**src/rtl/mem_arbiter_if.sv**
```systemverilog
// Bundles the I/D requester, memory and fill-return signals of mem_arbiter.
// slave = arbiter side, master = requesters plus memory.
interface mem_arbiter_if #(
  parameter int CNT_W = 3
);
  logic             i_req;
  logic [15:0]      i_addr;
  logic             d_req;
  logic             d_we;
  logic [15:0]      d_addr;
  logic [15:0]      d_wdata;
  logic             mem_en;
  logic             mem_wr;
  logic [15:0]      mem_addr;
  logic [15:0]      mem_wdata;
  logic [15:0]      mem_rdata;
  logic             mem_rvalid;
  logic [15:0]      fill_data;
  logic [CNT_W-1:0] fill_idx;
  logic             fill_i_valid;
  logic             fill_d_valid;
  logic             i_done;
  logic             d_done;
  logic             busy;

  modport slave (
    input  i_req, i_addr, d_req, d_we, d_addr, d_wdata, mem_rdata, mem_rvalid,
    output mem_en, mem_wr, mem_addr, mem_wdata, fill_data, fill_idx,
           fill_i_valid, fill_d_valid, i_done, d_done, busy
  );

  modport master (
    output i_req, i_addr, d_req, d_we, d_addr, d_wdata, mem_rdata, mem_rvalid,
    input  mem_en, mem_wr, mem_addr, mem_wdata, fill_data, fill_idx,
           fill_i_valid, fill_d_valid, i_done, d_done, busy
  );
endinterface

```
**src/rtl/mem_arbiter.sv**
```systemverilog
// Serialises I/D block fills and D write-throughs onto one pipelined memory; first mem_en one cycle after a request.
// No backpressure: one address issued per cycle, every mem_rvalid is taken; ARB_ROUND_ROBIN_EN alternates simultaneous grants.
module mem_arbiter #(
  parameter int WORDS_PER_BLOCK = 8,
  parameter int CNT_W           = 3
) (
  input  logic         clk,
  input  logic         rst_n,
  mem_arbiter_if.slave bus
);
  typedef enum logic [1:0] {
    IDLE    = 2'd0,
    I_FILL  = 2'd1,
    D_FILL  = 2'd2,
    D_WRITE = 2'd3
  } state_e;

  localparam logic [15:0]      BLK_MASK = 16'(2 * WORDS_PER_BLOCK - 1);
  localparam logic [CNT_W-1:0] LAST_IDX = CNT_W'(WORDS_PER_BLOCK - 1);

  state_e           state_q, state_d;
  logic [CNT_W:0]   issue_cnt_q, issue_cnt_d;
  logic [CNT_W-1:0] ret_cnt_q, ret_cnt_d;
  logic [15:0]      base_q, base_d;
  logic             fill_st, issuing, ret_vld, last_ret;
  logic             grant_d, grant_i;
`ifdef ARB_ROUND_ROBIN_EN
  logic             rr_last_q, rr_last_d;
`endif

  // issue_cnt top bit set means all WORDS_PER_BLOCK addresses are out
  assign fill_st  = (state_q == I_FILL) || (state_q == D_FILL);
  assign issuing  = fill_st && !issue_cnt_q[CNT_W];
  assign ret_vld  = fill_st && bus.mem_rvalid;
  assign last_ret = ret_vld && (ret_cnt_q == LAST_IDX);

  always_comb begin
    grant_d = bus.d_req;
    grant_i = bus.i_req && !bus.d_req;
`ifdef ARB_ROUND_ROBIN_EN
    // rr_last_q: 0 = I granted last, 1 = D granted last
    if (bus.d_req && bus.i_req) begin
      grant_d = !rr_last_q;
      grant_i = rr_last_q;
    end
`endif
  end

  always_comb begin
    state_d     = state_q;
    issue_cnt_d = issue_cnt_q;
    ret_cnt_d   = ret_cnt_q;
    base_d      = base_q;
`ifdef ARB_ROUND_ROBIN_EN
    rr_last_d   = rr_last_q;
`endif
    case (state_q)
      IDLE: begin
        issue_cnt_d = '0;
        ret_cnt_d   = '0;
        if (grant_d) begin
          state_d = bus.d_we ? D_WRITE : D_FILL;
          if (!bus.d_we) base_d = bus.d_addr & ~BLK_MASK;
`ifdef ARB_ROUND_ROBIN_EN
          rr_last_d = 1'b1;
`endif
        end else if (grant_i) begin
          state_d = I_FILL;
          base_d  = bus.i_addr & ~BLK_MASK;
`ifdef ARB_ROUND_ROBIN_EN
          rr_last_d = 1'b0;
`endif
        end
      end
      I_FILL, D_FILL: begin
        if (issuing) issue_cnt_d = issue_cnt_q + 1'b1;
        if (last_ret) state_d = IDLE;
        else if (ret_vld) ret_cnt_d = ret_cnt_q + 1'b1;
      end
      D_WRITE: state_d = IDLE;
      default: state_d = IDLE;
    endcase
  end

  always_comb begin
    bus.mem_en       = issuing || (state_q == D_WRITE);
    bus.mem_wr       = (state_q == D_WRITE);
    bus.mem_addr     = 16'h0000;
    bus.mem_wdata    = 16'h0000;
    bus.fill_data    = 16'h0000;
    bus.fill_idx     = '0;
    bus.fill_i_valid = ret_vld && (state_q == I_FILL);
    bus.fill_d_valid = ret_vld && (state_q == D_FILL);
    bus.i_done       = last_ret && (state_q == I_FILL);
    bus.d_done       = (last_ret && (state_q == D_FILL)) || (state_q == D_WRITE);
    bus.busy         = (state_q != IDLE);
    if (state_q == D_WRITE) begin
      bus.mem_addr  = bus.d_addr;
      bus.mem_wdata = bus.d_wdata;
    end else if (issuing) begin
      bus.mem_addr = base_q + 16'({issue_cnt_q, 1'b0});
    end
    if (ret_vld) begin
      bus.fill_data = bus.mem_rdata;
      bus.fill_idx  = ret_cnt_q;
    end
  end

  always_ff @(posedge clk) begin
    if (!rst_n) begin
      state_q     <= IDLE;
      issue_cnt_q <= '0;
      ret_cnt_q   <= '0;
      base_q      <= 16'h0000;
`ifdef ARB_ROUND_ROBIN_EN
      rr_last_q   <= 1'b0;
`endif
    end else begin
      state_q     <= state_d;
      issue_cnt_q <= issue_cnt_d;
      ret_cnt_q   <= ret_cnt_d;
      base_q      <= base_d;
`ifdef ARB_ROUND_ROBIN_EN
      rr_last_q   <= rr_last_d;
`endif
    end
  end
endmodule

```
**src/flat_wrapper.sv**
```systemverilog
// flat-port wrapper written by rule: the top's interface ports become plain ports
module mem_arbiter_flat 
#(
  parameter int WORDS_PER_BLOCK = 8,
  parameter int CNT_W           = 3
)
  (clk, rst_n, bus_i_req, bus_i_addr, bus_d_req, bus_d_we, bus_d_addr, bus_d_wdata, bus_mem_rdata, bus_mem_rvalid, bus_mem_en, bus_mem_wr, bus_mem_addr, bus_mem_wdata, bus_fill_data, bus_fill_idx, bus_fill_i_valid, bus_fill_d_valid, bus_i_done, bus_d_done, bus_busy);
  mem_arbiter_if #(.CNT_W(CNT_W)) bus_i ();
  input  logic clk;
  input  logic rst_n;
  input wire logic [$bits(bus_i.i_req)-1:0] bus_i_req;
  input wire logic [$bits(bus_i.i_addr)-1:0] bus_i_addr;
  input wire logic [$bits(bus_i.d_req)-1:0] bus_d_req;
  input wire logic [$bits(bus_i.d_we)-1:0] bus_d_we;
  input wire logic [$bits(bus_i.d_addr)-1:0] bus_d_addr;
  input wire logic [$bits(bus_i.d_wdata)-1:0] bus_d_wdata;
  input wire logic [$bits(bus_i.mem_rdata)-1:0] bus_mem_rdata;
  input wire logic [$bits(bus_i.mem_rvalid)-1:0] bus_mem_rvalid;
  output wire logic [$bits(bus_i.mem_en)-1:0] bus_mem_en;
  output wire logic [$bits(bus_i.mem_wr)-1:0] bus_mem_wr;
  output wire logic [$bits(bus_i.mem_addr)-1:0] bus_mem_addr;
  output wire logic [$bits(bus_i.mem_wdata)-1:0] bus_mem_wdata;
  output wire logic [$bits(bus_i.fill_data)-1:0] bus_fill_data;
  output wire logic [$bits(bus_i.fill_idx)-1:0] bus_fill_idx;
  output wire logic [$bits(bus_i.fill_i_valid)-1:0] bus_fill_i_valid;
  output wire logic [$bits(bus_i.fill_d_valid)-1:0] bus_fill_d_valid;
  output wire logic [$bits(bus_i.i_done)-1:0] bus_i_done;
  output wire logic [$bits(bus_i.d_done)-1:0] bus_d_done;
  output wire logic [$bits(bus_i.busy)-1:0] bus_busy;
  assign bus_i.i_req = bus_i_req;
  assign bus_i.i_addr = bus_i_addr;
  assign bus_i.d_req = bus_d_req;
  assign bus_i.d_we = bus_d_we;
  assign bus_i.d_addr = bus_d_addr;
  assign bus_i.d_wdata = bus_d_wdata;
  assign bus_i.mem_rdata = bus_mem_rdata;
  assign bus_i.mem_rvalid = bus_mem_rvalid;
  assign bus_mem_en = bus_i.mem_en;
  assign bus_mem_wr = bus_i.mem_wr;
  assign bus_mem_addr = bus_i.mem_addr;
  assign bus_mem_wdata = bus_i.mem_wdata;
  assign bus_fill_data = bus_i.fill_data;
  assign bus_fill_idx = bus_i.fill_idx;
  assign bus_fill_i_valid = bus_i.fill_i_valid;
  assign bus_fill_d_valid = bus_i.fill_d_valid;
  assign bus_i_done = bus_i.i_done;
  assign bus_d_done = bus_i.d_done;
  assign bus_busy = bus_i.busy;
  mem_arbiter #(.WORDS_PER_BLOCK(WORDS_PER_BLOCK), .CNT_W(CNT_W)) u_core (.clk(clk), .rst_n(rst_n), .bus(bus_i));
endmodule
```
**config.mk**
```make
export PLATFORM = sky130hd
export DESIGN_NAME = mem_arbiter_flat
export DESIGN_NICKNAME = d
export VERILOG_FILES = /design/src/rtl/mem_arbiter_if.sv /design/src/rtl/mem_arbiter.sv /design/src/flat_wrapper.sv
export SDC_FILE = /design/constraint.sdc
export NUM_CORES = 1
export LEC_CHECK = 0
export ABC_AREA = 0
export CAP_MARGIN = 5
export CORE_UTILIZATION = 35
export CTS_CLUSTER_SIZE = 20
export DETAILED_ROUTE_END_ITERATION = 10
export PLACE_DENSITY = 0.81
export SLEW_MARGIN = 40
export SYNTH_ARGS = -nofsm -noshare
export SYNTH_HDL_FRONTEND = slang
export SYNTH_SLANG_ARGS = --single-unit
```
**constraint.sdc**
```tcl
create_clock -name clk -period 2.4 [get_ports clk]
set_input_delay 0.72 -clock clk [delete_from_list [all_inputs] [get_ports clk]]
set_output_delay 0.72 -clock clk [all_outputs]
set_load 0.01 [all_outputs]
```
==> results of run 1 <==
-- final timing paths --
kind	from	endpoint	slack (ns)
worst max-delay path	u_core.base_q[4]	bus_mem_addr[14]	0.007
worst min register to register	u_core.ret_cnt_q[0]	u_core.ret_cnt_q[0]	0.51
worst min-delay path	u_core.ret_cnt_q[0]	u_core.ret_cnt_q[0]	0.51
worst max register to register	u_core.state_q[1]	u_core.state_q[1]	0.53
-- synthesized netlist by cell type, drive strengths merged --
library cell  number  share of area
nor2               5          0.012
nor3b              1         0.0070
xor2               4          0.020
xnor2              7          0.034
nand2b             6          0.025
mux2i             15          0.084
and3b              1         0.0049
o21ai              3         0.0084
a41o               1         0.0056
and3              20          0.070
and4               3          0.015
a21oi              6          0.025
and2              22          0.077
nand2             17          0.036
o22ai              1         0.0035
nand3              2         0.0056
clkbuf             8          0.017
o211a             12          0.067
a21boi             2         0.0084
a32oi              1         0.0049
inv                5          0.011
nand3b             1         0.0042
buf                9          0.034
nor2b              7          0.025
dfxtp             21           0.24
nand4              5          0.021
a22oi              1         0.0042
a22o              15          0.074
ha                 9          0.063
-- worst max-delay path, stage by stage, from the launching register on --
cell,delay (ns)
dfxtp_4,0.37
buf_6,0.10
ha_4,0.14
nand4_4,0.15
nor3b_2,0.22
xor2_1,0.15
a22o_1,0.14
buf_2,0.12
-- layer usage --
metal,track usage,share of wire,vias to the layer above,wire length [um]
li1,-,-,1044,-
met1,0.287,0.43,983,2660
met2,0.383,0.49,89,3040
met3,0.0439,0.079,2,493
met4,0.0385,0.0029,0,18
met5,0,0,-,0
-- area by class of cell --
class,instances,area share
clock buffers,3,0.0123
clock inverters,1,0.00224
inverters,5,0.00561
multi-input cells,167,0.400
flip-flops and latches,21,0.129
well taps,67,0.0250
repair buffers,156,0.426
-- flip-flops by register name (all words and copies together), names as in the netlist --
register and cells:
u_core.state_q 2, u_core.base_q 12, u_core.issue_cnt_q 4, u_core.ret_cnt_q 3
-- repair_timing --
action / in CTS / in global routing
resized for setup: 139 / 22
cloned: 2 / 0
pin swaps: 5 / 14
hold buffers: 0 / 0
buffers inserted: 3 / 1
setup endpoints to repair: 57 / 12
-- stage by stage --
stage | util | instances | hold WS (ns) | total power [mW] | TNS (ns)
floorplan | - | 210 | 0.469 | 1.31 | 0
global placement | 0.670 | 410 | 0.485 | 2.04 | -13.56
detailed placement | 0.670 | 410 | 0.500 | 2.07 | -14.40
CTS | 0.693 | 419 | 0.511 | 2.59 | -0.479
global route | 0.695 | 420 | 0.561 | 2.76 | -0.375
finish | 0.695 | 420 | 0.514 | 2.60 | 0
-- power groups by stage --
stage	Combinational, mW	Sequential, mW	Clock (mW)
floorplan	0.790	0.515	0
global placement	1.53	0.509	0
detailed placement	1.55	0.514	0
CTS	1.82	0.519	0.244
global route	1.96	0.536	0.263
finish	1.84	0.525	0.242
-- cells by family after synthesis --
family / after synthesis
muxes: 15
DFF: 21
adders and majority gates: 9
and+or+nand+nor: 90
buffers and inverters: 22
AOI/OAI and AO/OA: 42
xor gates and xnor gates: 11
==> results.ini, run 1 <==
[yosys]
synth_top_family_by_area = simple AND/OR/NAND/NOR gates
ys_warn_count = 0
avgSynthCellArea_um2 = 8.51
ys_types = 39
muxShareOfSynthArea = 0.0840
synth_xor_xnor_area_share = 0.0539
seq_area_frac_synth = 0.235
syn-instance-count = 210
yosys_register_bits = 21
syn_area_um2 = 1790
yosys.area_share.simple = 0.302
synthAdderAreaFrac = 0.0630
syn_nets = 289
synth_compound_area_frac = 0.201

[finish]
seqCellArea_um2 = 430
fin_area_um2 = 3350
drive_gt1_frac = 0.224
nNetsFinal = 433
layout_commonest_cell = clkdlybuf4s50_1
layout_common_cells = 66 x clkdlybuf4s50_1, 32 x dlygate4sd2_1, 22 x buf_4, 21 x buf_2
fillCellCount = 419
areaGrowthSynthToFinish_pct = 87.3
multi_input_area_um2 = 1340
antennaDiodeCount = 0

[worst_setup_path]
crit_path_max_fanout = 4
cp.arrival_ns = 1.67
reg2reg_depth = 9
cp-end-kind = output pin
required_ns = 1.68
critPathKind = reg -> out
start_kind = flip-flop

[cts]
path_clk_slew_ns = 0.09
cts_tree = built
clockBufferDepth = 2
clk-insertion-delay-late_ns = 0.26
cts_root_buf = clkbuf_8
htreeDepth = 1
numCtsBuffers = 3
cts.sinks = 21

[global_route]
grt_pass1_vias = 1956
track_usage = 0.222
antenna_found_initial = 0
grt_pass1_wl_mm = 9.40
gr-total-overflow = 0
grt_max_degree = 27

[sta]
maxSlewViolCount = 0
worst_slew_pin_slew_ns = 0.511
layout_min_cycle_time_ns = 2.39
fin_ws_ns = 0.00678
hold_violations = 0
max_freq_mhz = 418
setup_viol = 0
clock_skew_ns = 0.00882
slew_headroom = 0.658
fin_crit_sh = 0.997
rsz0062_at_grt = yes

[floorplanning]
die_x_um = 73.5
dieArea_um2 = 5390
fp.dieH_um = 73.5
io_pins = 128
rows = 25
initial_core_util = 0.371
core-area_um2 = 4820

[detailed_routing]
drtIter0Drc = 67
post-route-drc-count = 0
drtPass1Iterations = 4
vias = 2118
wirelength_mm = 6.21
via_per_inst = 5.04
final_antenna_net_count = 0
wl_per_cell_um = 14.8

[pwr]
power_switching_mw = 1.04
power.density_nw_per_um2 = 777
irDropWorstVdd_mv = 0.424
p_int_mw = 1.56
swShare = 0.401
power_frac_comb = 0.706
p_seq_frac = 0.202
power_leakage_nw = 1.78
clockPowerShare = 0.093

[placed_design]
dp_hpwl_mm = 4.46
numPortBuffers = 123
dp_slack_ns = -0.428
place_congestion = 0.794
placed_area_um2 = 3230

[outcome]
status = complete, no violations

[hold_path]
min_path_cells = 2
hp-class = reg -> reg

[run]
cap_viol_max_count = 0

Note: power is estimated with default switching activity, not from simulation.
==> run 2: changes to the inputs <==
--- a/config.mk
+++ b/config.mk
@@ -11,6 +11,7 @@
 export CTS_CLUSTER_SIZE = 20
 export DETAILED_ROUTE_END_ITERATION = 10
 export PLACE_DENSITY = 0.81
+export REMOVE_ABC_BUFFERS = 1
 export SLEW_MARGIN = 40
 export SYNTH_ARGS = -nofsm -noshare
 export SYNTH_HDL_FRONTEND = slang
==> constraint.sdc (replaced) <==
create_clock -name clk -period 2.5 [get_ports clk]
set_input_delay 0.75 -clock clk [delete_from_list [all_inputs] [get_ports clk]]
set_output_delay 0.75 -clock clk [all_outputs]
set_load 0.01 [all_outputs]
==> results.ini, run 2 (synthesis results as in run 1) <==
[global_route]
grt_max_degree = 28  ; was 27
track_usage = 0.199  ; was 0.222
grt_pass1_wl_mm = 8.47  ; was 9.40 mm
gr-total-overflow = 0  ; unchanged
grt_pass1_vias = 1857  ; was 1,956
antenna_found_initial = 0  ; unchanged

[hold_path]
hp-class = reg -> reg  ; unchanged

[sta]
fin_crit_sh = 0.990
max_freq_mhz = 404
layout_min_cycle_time_ns = 2.47
clock_skew_ns = 0.00300  ; was 0.00882 ns
hold_violations = 0  ; unchanged
setup_viol = 0  ; unchanged
rsz0062_at_grt = yes  ; unchanged
worst_slew_pin_slew_ns = 0.411  ; was 0.511 ns
fin_setup_tns_ns = 0  ; unchanged
slew_headroom = 0.725  ; was 0.658
maxSlewViolCount = 0  ; unchanged

[floorplanning]
die_x_um = 73.5  ; unchanged
fp.dieH_um = 73.5  ; unchanged
io_pins = 128  ; unchanged
core-area_um2 = 4820  ; unchanged
dieArea_um2 = 5390  ; unchanged
initial_core_util = 0.371  ; unchanged
rows = 25  ; unchanged

[worst_setup_path]
required_ns = 1.75  ; was 1.68 ns
start_kind = flip-flop  ; unchanged
cp-end-kind = output pin  ; unchanged
endpoint = bus_mem_addr[8]  ; was bus_mem_addr[14]
crit_path_max_fanout = 4  ; unchanged
r2r_slack_ns = 0.83  ; was 0.53 ns
timing.rr.start = u_core.state_q[1]  ; unchanged
rr_endpoint = u_core.state_q[1]  ; unchanged
cp.arrival_ns = 1.72  ; was 1.67 ns
critPathKind = reg -> out  ; unchanged
startpoint = u_core.issue_cnt_q[3]  ; was u_core.base_q[4]
reg2reg_depth = 7  ; was 9

[detailed_routing]
post-route-drc-count = 0  ; unchanged
wl_per_cell_um = 13.8  ; was 14.8 um
drtPass1Iterations = 4  ; unchanged
drtIter0Drc = 25  ; was 67
final_antenna_net_count = 0  ; unchanged
vias = 2047  ; was 2,118
wirelength_mm = 5.74  ; was 6.21 mm
via_per_inst = 4.93  ; was 5.04

[cts]
cts_tree = built  ; unchanged
cts_root_buf = clkbuf_8  ; unchanged
clk-insertion-delay-late_ns = 0.26  ; about the same
cts.sinks = 21  ; unchanged
path_clk_slew_ns = 0.08  ; was 0.09 ns
ctsHoldBuffers = 0  ; unchanged
htreeDepth = 1  ; unchanged
numCtsBuffers = 3  ; unchanged
clockBufferDepth = 2  ; unchanged

[finish]
nNetsFinal = 428  ; was 433
areaGrowthSynthToFinish_pct = 82.1  ; was 87.3%
layout_common_cells = 66 x clkdlybuf4s50_1, 44 x dlygate4sd2_1, 23 x buf_4, 20 x and3_1, 20 x and2_1  ; was 66 x clkdlybuf4s50_1, 32 x dlygate4sd2_1, 22 x buf_4, 21 x buf_2
top_regs = u_core.base_q x12, u_core.issue_cnt_q x4, u_core.ret_cnt_q x3  ; unchanged
top_register = u_core.base_q  ; unchanged
drive_gt1_frac = 0.158  ; was 0.224
fillCellCount = 427  ; was 419
largest_reg_flops = 12  ; unchanged
final_cells = 415  ; was 420
multi_input_area_um2 = 1310  ; was 1340 um^2
antennaDiodeCount = 0  ; unchanged
seqCellArea_um2 = 423  ; was 430 um^2
layout_commonest_cell = clkdlybuf4s50_1  ; unchanged
final_util = 0.676  ; was 0.695

[pwr]
p_total_mw = 2.20  ; was 2.60 mW
power.density_nw_per_um2 = 675  ; was 777 nW/um^2
irDropWorstVdd_mv = 0.447  ; was 0.424 mV
power_leakage_nw = 1.75  ; was 1.78 nW

[outcome]
status = complete, no violations  ; unchanged

[placed_design]
place_congestion = 0.828  ; was 0.794
dp_cells = 406  ; was 410
numPortBuffers = 123  ; unchanged
dp_hpwl_mm = 4.29  ; was 4.46 mm

[run]
cap_viol_max_count = 0  ; unchanged

[run 2: area by class of cell]
class | instances | area share
clock buffer | 4 | 0.0138
inverter | 5 | 0.00577
sequential | 21 | 0.130
multi-input combinational | 167 | 0.404
tap | 67 | 0.0258
timing repair buffer | 151 | 0.421
[run 2: worst min-delay path by stage]
stage / from / to / slack (ns) / cells past startpoint
2_1_floorplan: u_core.ret_cnt_q[0] / u_core.ret_cnt_q[0] / 0.47 / 2
3_5_place_dp: u_core.ret_cnt_q[0] / u_core.ret_cnt_q[0] / 0.49 / 2
3_3_place_gp: u_core.ret_cnt_q[0] / u_core.ret_cnt_q[0] / 0.49 / 2
5_1_grt: u_core.ret_cnt_q[0] / u_core.ret_cnt_q[0] / 0.53 / 2
6_report: u_core.ret_cnt_q[0] / u_core.ret_cnt_q[0] / 0.50 / 2
4_1_cts: u_core.ret_cnt_q[0] / u_core.ret_cnt_q[0] / 0.50 / 2
[run 2: critical path, cell delays in order (launching register included)]
cell           delay, ns
dfxtp_2             0.35
ha_2                0.21
nand4_4             0.14
buf_4               0.17
xnor2_1             0.11
a22o_1              0.20
dlygate4sd2_1       0.28
[run 2: stage by stage]
step	area (um^2)	hold WS (ns)	setup slack [ns]
after floorplan	1700	0.469	-0.0895
after global placement	3180	0.488	-0.356
after detailed placement	3180	0.491	-0.377
after CTS	3240	0.503	0.00398
after global routing	3250	0.532	-0.0664
final	3250	0.502	0.0254
[run 2: power breakdown]
group          internal (mW)  total (mW)  switching (mW)
clock network          0.113       0.225           0.112
registers              0.418       0.507          0.0888
logic                  0.772        1.46           0.693
total                   1.30        2.20           0.893
[run 2: what timing repair did]
action                                  in CTS  in global routing
pin swaps                                    2                  2
gates resized for setup                     78                 21
cloned                                       0                  1
endpoints found under the setup margin      57                 19
setup buffers                                4                  1
[run 2: routing by layer]
layer | share of wire | vias up | GRT usage | wire (um)
met1 | 0.42 | 919 | 0.245 | 2410
met4 | 0.018 | 0 | 0.0620 | 102
met3 | 0.082 | 10 | 0.0425 | 471
li1 | - | 1027 | - | -
met5 | 0 | - | 0 | 0
met2 | 0.48 | 91 | 0.346 | 2750
